<file path="config.mk">
export PLATFORM = sky130hd
export DESIGN_NAME = cc_life_manager
export DESIGN_NICKNAME = d
export VERILOG_FILES = /design/src/rtl/cc_life_manager_pkg.sv /design/src/rtl/cc_grace_timer.sv /design/src/rtl/cc_life_manager.sv
export SDC_FILE = /design/constraint.sdc
export NUM_CORES = 1
export LEC_CHECK = 0
export CORE_MARGIN = 5
export CORE_UTILIZATION = 40
export CTS_CLUSTER_DIAMETER = 200
export CTS_CLUSTER_SIZE = 10
export DETAILED_ROUTE_END_ITERATION = 8
export RECOVER_POWER = 25
export SYNTH_ARGS = -nofsm -noshare
export SYNTH_HDL_FRONTEND = slang
export SYNTH_SLANG_ARGS = --single-unit
</file>
<file path="constraint.sdc">
create_clock -name CC_LIFE_MANAGER_CLOCK_50 -period 1.9 [get_ports CC_LIFE_MANAGER_CLOCK_50]
set_input_delay 0.38 -clock CC_LIFE_MANAGER_CLOCK_50 [delete_from_list [all_inputs] [get_ports CC_LIFE_MANAGER_CLOCK_50]]
set_output_delay 0.38 -clock CC_LIFE_MANAGER_CLOCK_50 [all_outputs]
set_load 0.05 [all_outputs]
</file>
<file path="src/rtl/cc_life_manager_pkg.sv">
// -----------------------------------------------------------------------------
// cc_life_manager_pkg
// Shared definitions for the life manager and for any block that needs to
// agree with it (HUD, game controller):
//   - life_state_e : FSM state encoding (PLAY=00, GRACE=01, GAMEOVER=10)
//   - LIFE_* / GRACE_* default constants, so every consumer uses identical
//     values when it does not override them.
// -----------------------------------------------------------------------------
package cc_life_manager_pkg;

  localparam int LIFE_DATAWIDTH_DEF  = 3;
  localparam int LIFE_INIT_DEF       = 3;
  localparam int LIFE_MAX_DEF        = 7;
  localparam int GRACE_TICKS_DEF     = 60;
  localparam int GRACE_DATAWIDTH_DEF = 6;

  typedef enum logic [1:0] {
    STATE_PLAY     = 2'b00,
    STATE_GRACE    = 2'b01,
    STATE_GAMEOVER = 2'b10
  } life_state_e;

endpackage

</file>
<file path="src/rtl/cc_grace_timer.sv">
// -----------------------------------------------------------------------------
// cc_grace_timer
// Loadable down-counter that measures the invulnerability window in frame
// ticks. A load has priority over a tick; the counter never wraps below 0.
// Ports:
//   clk_i      : system clock
//   rst_i      : synchronous active-high reset (counter -> 0)
//   load_i     : load load_val_i on the next edge
//   load_val_i : value to load
//   tick_i     : decrement enable (one frame tick)
//   zero_o     : counter is 0
//   last_o     : counter is 1 (the next tick empties it)
// -----------------------------------------------------------------------------
module cc_grace_timer #(
  parameter int GRACE_DATAWIDTH = 6
) (
  input  logic                       clk_i,
  input  logic                       rst_i,
  input  logic                       load_i,
  input  logic [GRACE_DATAWIDTH-1:0] load_val_i,
  input  logic                       tick_i,
  output logic                       zero_o,
  output logic                       last_o
);

  logic [GRACE_DATAWIDTH-1:0] count_q;
  logic [GRACE_DATAWIDTH-1:0] count_d;

  always_comb begin
    count_d = count_q;
    if (load_i) begin
      count_d = load_val_i;
    end else if (tick_i && (count_q != '0)) begin
      count_d = count_q - GRACE_DATAWIDTH'(1);
    end
  end

  always_ff @(posedge clk_i) begin
    if (rst_i) begin
      count_q <= '0;
    end else begin
      count_q <= count_d;
    end
  end

  assign zero_o = (count_q == '0);
  assign last_o = (count_q == GRACE_DATAWIDTH'(1));

endmodule

</file>
<file path="src/rtl/cc_life_manager.sv">
// -----------------------------------------------------------------------------
// cc_life_manager
// Holds the player's life count, applies hit (decrement) and bonus
// (saturating increment) events, runs a frame-tick grace window after each
// lost life and drives registered status flags.
// Event priority within a cycle: reset > restart > hit > bonus; tick is
// independent and only counts while in GRACE.
// Ports:
//   CC_LIFE_MANAGER_CLOCK_50         : system clock (rising edge)
//   CC_LIFE_MANAGER_RESET_InHigh     : synchronous reset, active high
//   CC_LIFE_MANAGER_hit_InHigh       : pulse, frog collided or drowned
//   CC_LIFE_MANAGER_bonus_InHigh     : pulse, extra life earned
//   CC_LIFE_MANAGER_restart_InHigh   : pulse, new game requested
//   CC_LIFE_MANAGER_tick_InHigh      : frame-tick strobe
//   CC_LIFE_MANAGER_lives_OutBUS     : current life count
//   CC_LIFE_MANAGER_alive_OutHigh    : lives != 0
//   CC_LIFE_MANAGER_gameover_OutHigh : in GAMEOVER
//   CC_LIFE_MANAGER_invuln_OutHigh   : in GRACE
//   CC_LIFE_MANAGER_lifelost_OutHigh : one-cycle pulse per accepted hit
// Handshake: all inputs are single-cycle strobes with no back-pressure; every
// sampled event appears on the registered outputs one cycle after its edge.
// -----------------------------------------------------------------------------
module cc_life_manager
  import cc_life_manager_pkg::*;
#(
  parameter int LIFE_DATAWIDTH  = LIFE_DATAWIDTH_DEF,
  parameter int LIFE_INIT       = LIFE_INIT_DEF,
  parameter int LIFE_MAX        = LIFE_MAX_DEF,
  parameter int GRACE_TICKS     = GRACE_TICKS_DEF,
  parameter int GRACE_DATAWIDTH = GRACE_DATAWIDTH_DEF
) (
  input  logic                      CC_LIFE_MANAGER_CLOCK_50,
  input  logic                      CC_LIFE_MANAGER_RESET_InHigh,
  input  logic                      CC_LIFE_MANAGER_hit_InHigh,
  input  logic                      CC_LIFE_MANAGER_bonus_InHigh,
  input  logic                      CC_LIFE_MANAGER_restart_InHigh,
  input  logic                      CC_LIFE_MANAGER_tick_InHigh,
  output logic [LIFE_DATAWIDTH-1:0] CC_LIFE_MANAGER_lives_OutBUS,
  output logic                      CC_LIFE_MANAGER_alive_OutHigh,
  output logic                      CC_LIFE_MANAGER_gameover_OutHigh,
  output logic                      CC_LIFE_MANAGER_invuln_OutHigh,
  output logic                      CC_LIFE_MANAGER_lifelost_OutHigh
);

  localparam logic [LIFE_DATAWIDTH-1:0]  LIVES_INIT = LIFE_DATAWIDTH'(LIFE_INIT);
  localparam logic [LIFE_DATAWIDTH-1:0]  LIVES_MAX  = LIFE_DATAWIDTH'(LIFE_MAX);
  localparam logic [LIFE_DATAWIDTH-1:0]  LIVES_ONE  = LIFE_DATAWIDTH'(1);
  localparam logic [GRACE_DATAWIDTH-1:0] GRACE_LOAD = GRACE_DATAWIDTH'(GRACE_TICKS);

  logic clk;
  logic rst;
  assign clk = CC_LIFE_MANAGER_CLOCK_50;
  assign rst = CC_LIFE_MANAGER_RESET_InHigh;

  life_state_e               state_q,    state_d;
  logic [LIFE_DATAWIDTH-1:0] lives_q,    lives_d;
  logic                      alive_q,    alive_d;
  logic                      gameover_q, gameover_d;
  logic                      invuln_q,   invuln_d;
  logic                      lifelost_q, lifelost_d;

  logic                       tmr_load;
  logic [GRACE_DATAWIDTH-1:0] tmr_load_val;
  logic                       tmr_tick;
  logic                       tmr_zero;
  logic                       tmr_last;

  // Ticks only count while invulnerable; a restart reloads the counter anyway.
  assign tmr_tick = CC_LIFE_MANAGER_tick_InHigh && (state_q == STATE_GRACE);

  cc_grace_timer #(
    .GRACE_DATAWIDTH(GRACE_DATAWIDTH)
  ) u_grace_timer (
    .clk_i      (clk),
    .rst_i      (rst),
    .load_i     (tmr_load),
    .load_val_i (tmr_load_val),
    .tick_i     (tmr_tick),
    .zero_o     (tmr_zero),
    .last_o     (tmr_last)
  );

  // Next-state / next-output logic.
  always_comb begin
    state_d      = state_q;
    lives_d      = lives_q;
    lifelost_d   = 1'b0;
    tmr_load     = 1'b0;
    tmr_load_val = '0;

    if (CC_LIFE_MANAGER_restart_InHigh) begin
      // Restart discards any coincident hit/bonus.
      state_d  = STATE_PLAY;
      lives_d  = LIVES_INIT;
      tmr_load = 1'b1;
    end else begin
      unique case (state_q)
        STATE_PLAY: begin
          if (CC_LIFE_MANAGER_hit_InHigh) begin
            // An accepted hit swallows a coincident bonus.
            lives_d    = lives_q - LIVES_ONE;
            lifelost_d = 1'b1;
            if (lives_q == LIVES_ONE) begin
              state_d = STATE_GAMEOVER;
            end else begin
              state_d      = STATE_GRACE;
              tmr_load     = 1'b1;
              tmr_load_val = GRACE_LOAD;
            end
          end else if (CC_LIFE_MANAGER_bonus_InHigh && (lives_q < LIVES_MAX)) begin
            lives_d = lives_q + LIVES_ONE;
          end
        end

        STATE_GRACE: begin
          // Hits are ignored while invulnerable; bonuses still count.
          if (CC_LIFE_MANAGER_bonus_InHigh && (lives_q < LIVES_MAX)) begin
            lives_d = lives_q + LIVES_ONE;
          end
          // An empty counter in GRACE cannot occur normally; leaving rather
          // than staying keeps the player from being stuck invulnerable.
          if ((tmr_tick && tmr_last) || tmr_zero) begin
            state_d = STATE_PLAY;
          end
        end

        STATE_GAMEOVER: begin
          lives_d = '0;
        end

        default: begin
          state_d = STATE_PLAY;
          lives_d = LIVES_INIT;
        end
      endcase
    end

    alive_d    = (lives_d != '0);
    gameover_d = (state_d == STATE_GAMEOVER);
    invuln_d   = (state_d == STATE_GRACE);
  end

  always_ff @(posedge clk) begin
    if (rst) begin
      state_q    <= STATE_PLAY;
      lives_q    <= LIVES_INIT;
      alive_q    <= 1'b1;
      gameover_q <= 1'b0;
      invuln_q   <= 1'b0;
      lifelost_q <= 1'b0;
    end else begin
      state_q    <= state_d;
      lives_q    <= lives_d;
      alive_q    <= alive_d;
      gameover_q <= gameover_d;
      invuln_q   <= invuln_d;
      lifelost_q <= lifelost_d;
    end
  end

  assign CC_LIFE_MANAGER_lives_OutBUS     = lives_q;
  assign CC_LIFE_MANAGER_alive_OutHigh    = alive_q;
  assign CC_LIFE_MANAGER_gameover_OutHigh = gameover_q;
  assign CC_LIFE_MANAGER_invuln_OutHigh   = invuln_q;
  assign CC_LIFE_MANAGER_lifelost_OutHigh = lifelost_q;

endmodule

</file>
==> impl_metrics.ini <==
[setup_path]
critical-path-top-delay-family = buffers and inverters
cp_slowest_cell = clkdlybuf4s50_1
startpoint = CC_LIFE_MANAGER_gameover_OutHigh
critical_path.max_stage_delay_ns = 0.80
cp_data_arrival_time_ns = 1.40
rr_startpoint = u_grace_timer.count_q[0]
required_ns = 1.52
reg2reg_slack_ns = 0.25
cp.buffers_inverters = 1
start_kind = register
worst-r2r-cell-count = 6
path_class = reg -> out
cp_max_fo = 1
crit_path_end_kind = output pin
cp_cell_sequence = clkdlybuf4s50_1
critPathCapture = CC_LIFE_MANAGER_gameover_OutHigh
r2r-end = u_grace_timer.count_q[2]
cp.depth = 1

[die]
start_util = 0.412
die-area_um2 = 2970
fp.dieW_um = 54.5
core_area_um2 = 1920
die_y_um = 54.5
rows = 16
boundaryPins = 13

[detailed_routing]
vias_per_cell = 5.28
wire_per_inst_um = 12.3
ant_nets = 0
drt_iter0_drc = 10
wl_um = 1550
route.vias.total = 665
firstDrtPassIters = 4
drc = 0

[sta]
max-slew-margin-rel = 0.563
slew_violations = 0
worst_clock_skew_ns = 0.00351
fmax_mhz = 561
worst-slew-pin-transition_ns = 0.656
hold_violations = 0
fin_crit_ns = 1.78
finalSetupViolCount = 0
rsz0062_at_grt = no
fin_setup_tns_ns = 0
fin_hold_ws_ns = 0.562
period_share = 0.938

[power_and_ir_drop]
p_sw_uw = 195
power.leakage_nw = 0.368
seq_power_share = 0.524
power_frac_comb = 0.198
ir_drop_mv = 0.307
power_density_nw_per_um2 = 677
power.share.clock = 0.278
swShare = 0.297
p_int_uw = 461

[synth]
synth.avg_cell_area_um2 = 9.66
async_flop_share = 0
synthDistinctLibCells = 35
synth.net_count = 94
synth-seq-cells = 15
yosysSeqAreaShare = 0.379
yosys_warnings = 0
synth_edf_count = 0
ys.flop_type = dfxtp_1
synthCells = 82
synth_area_um2 = 792

[clock_network]
cts_sinks = 15
cts_setup_buffers = 0
cts_hold_buf = 0
cts_resized = 0
cts_tree = yes
htreeDepth = 1
cts_made_buffers = 3
cts_buffer_depth = 2
clk_pin_slew_ns = 0.09
clock_latency_ns = 0.28
cts-root-buf = clkbuf_4

[final_layout]
fillers = 199
regArea_um2 = 300
area_growth_pct = 22.3
final_cells = 126
fin_nets = 112
drive_gt1_frac = 0.172
diodes = 0
multi_input_area_um2 = 445

[global_route]
grt_pass1_vias = 615
overflow = 0
grt_util_all_layers = 0.123
grt_start_max_net_pins = 13
grt_pass1_wl_um = 2610
antenna_found_initial = 0

[hold_path]
worstHoldStart = u_grace_timer.count_q[4]
min_path_type = reg -> reg

[place]
post-dp-hpwl_um = 1190
io_buffers = 12
gp_congestion = 0.795
placedCellCount = 122

[status]
outcome = finished, final reports clean

[flow_run]
maxCapViolCount = 0
## cell families (layout without fill, tap and decap cells)
kind of cell    after synthesis  count (layout)  share of synthesized area
simple gates                 31              31                      0.261
compound gates               17              17                      0.171
flops                        15              15                      0.379
buf+inv                      10              27                     0.0584
fa+ha+maj                     6               6                     0.0948
xor+xnor                      2               2                     0.0221
mux                           1               1                     0.0142
## routing by layer
metal / up-vias / global-route usage / share of wire
li1: 336 / - / -
met4: 0 / 0.0622 / 0.014
met1: 314 / 0.158 / 0.48
met2: 11 / 0.193 / 0.46
met3: 4 / 0.0272 / 0.042
met5: - / 0 / 0
## worst min path at each step
stage,end,cells past startpoint,slack (ns)
after global placement,u_grace_timer.count_q[4],1,0.54
after CTS,u_grace_timer.count_q[4],1,0.57
after global routing,u_grace_timer.count_q[4],1,0.61
after floorplan,CC_LIFE_MANAGER_gameover_OutHigh,1,0.50
after detailed placement,u_grace_timer.count_q[4],1,0.54
final,u_grace_timer.count_q[4],1,0.56
## Yosys cell counts (2+ instances only)
| cell | number | area, um2 |
|---|---|---|
| a211oi_1 | 3 | 22.5 |
| a21oi_1 | 3 | 15.0 |
| a31oi_1 | 2 | 12.5 |
| a41oi_1 | 2 | 17.5 |
| dfxtp_1 | 15 | 300 |
| ha_1 | 6 | 75.1 |
| inv_1 | 7 | 26.3 |
| nand2_1 | 4 | 15.0 |
| nand3_1 | 2 | 10.0 |
| nor2b_1 | 3 | 18.8 |
| nor3_1 | 8 | 40.0 |
| nor3b_1 | 4 | 30.0 |
## power by group through the flow
stage               logic [mW]  registers [mW]  clock network [mW]
finish                   0.130           0.344               0.182
global route             0.142           0.347               0.201
CTS                      0.134           0.344               0.187
detailed placement       0.133           0.351                   0
global placement         0.133           0.351                   0
floorplan               0.0656           0.373                   0
## through the flow
| stage | instance area [um2] | util | setup WS [ns] | power (mW) |
|---|---|---|---|---|
| 6_report | 968 | 0.504 | 0.117 | 0.656 |
| 5_1_grt | 968 | 0.504 | 0.0805 | 0.690 |
| 4_1_cts | 976 | 0.508 | 0.101 | 0.665 |
| 3_5_place_dp | 948 | 0.493 | 0.0494 | 0.485 |
| 3_3_place_gp | 948 | 0.493 | 0.114 | 0.483 |
| 2_1_floorplan | 792 | - | 0.0807 | 0.438 |
## cell type report
class,count,share of cell area
inverters,7,0.0271
well taps,27,0.0349
clock inverters,1,0.00517
clock buffers,3,0.0233
flip-flops and latches,15,0.310
repair buffers,16,0.140
multi-input cells,57,0.460
## state kept, by name, summed over array words and instances (netlist names)
| signal | cells |
|---|---|
| CC_LIFE_MANAGER_gameover_OutHigh | 1 |
| CC_LIFE_MANAGER_lives_OutBUS | 3 |
| CC_LIFE_MANAGER_lifelost_OutHigh | 1 |
| CC_LIFE_MANAGER_alive_OutHigh | 1 |
| CC_LIFE_MANAGER_invuln_OutHigh | 1 |
| state_q | 2 |
| u_grace_timer.count_q | 6 |
## cell usage in the layout (no fill, tap or decap), types with 2 or more instances in the layout
| cell type | instances |
|---|---|
| nor3_1 | 8 |
| clkbuf_1 | 2 |
| a31oi_1 | 2 |
| buf_4 | 5 |
| nand2_1 | 4 |
| clkdlybuf4s50_1 | 8 |
| a211oi_1 | 3 |
| a41oi_1 | 2 |
| clkbuf_4 | 3 |
| nor3b_1 | 4 |
| nor2b_1 | 3 |
| ha_1 | 6 |
| a21oi_1 | 3 |
| inv_1 | 7 |
| nand3_1 | 2 |
| dfxtp_1 | 15 |
Power figures use the tool's default switching activity.
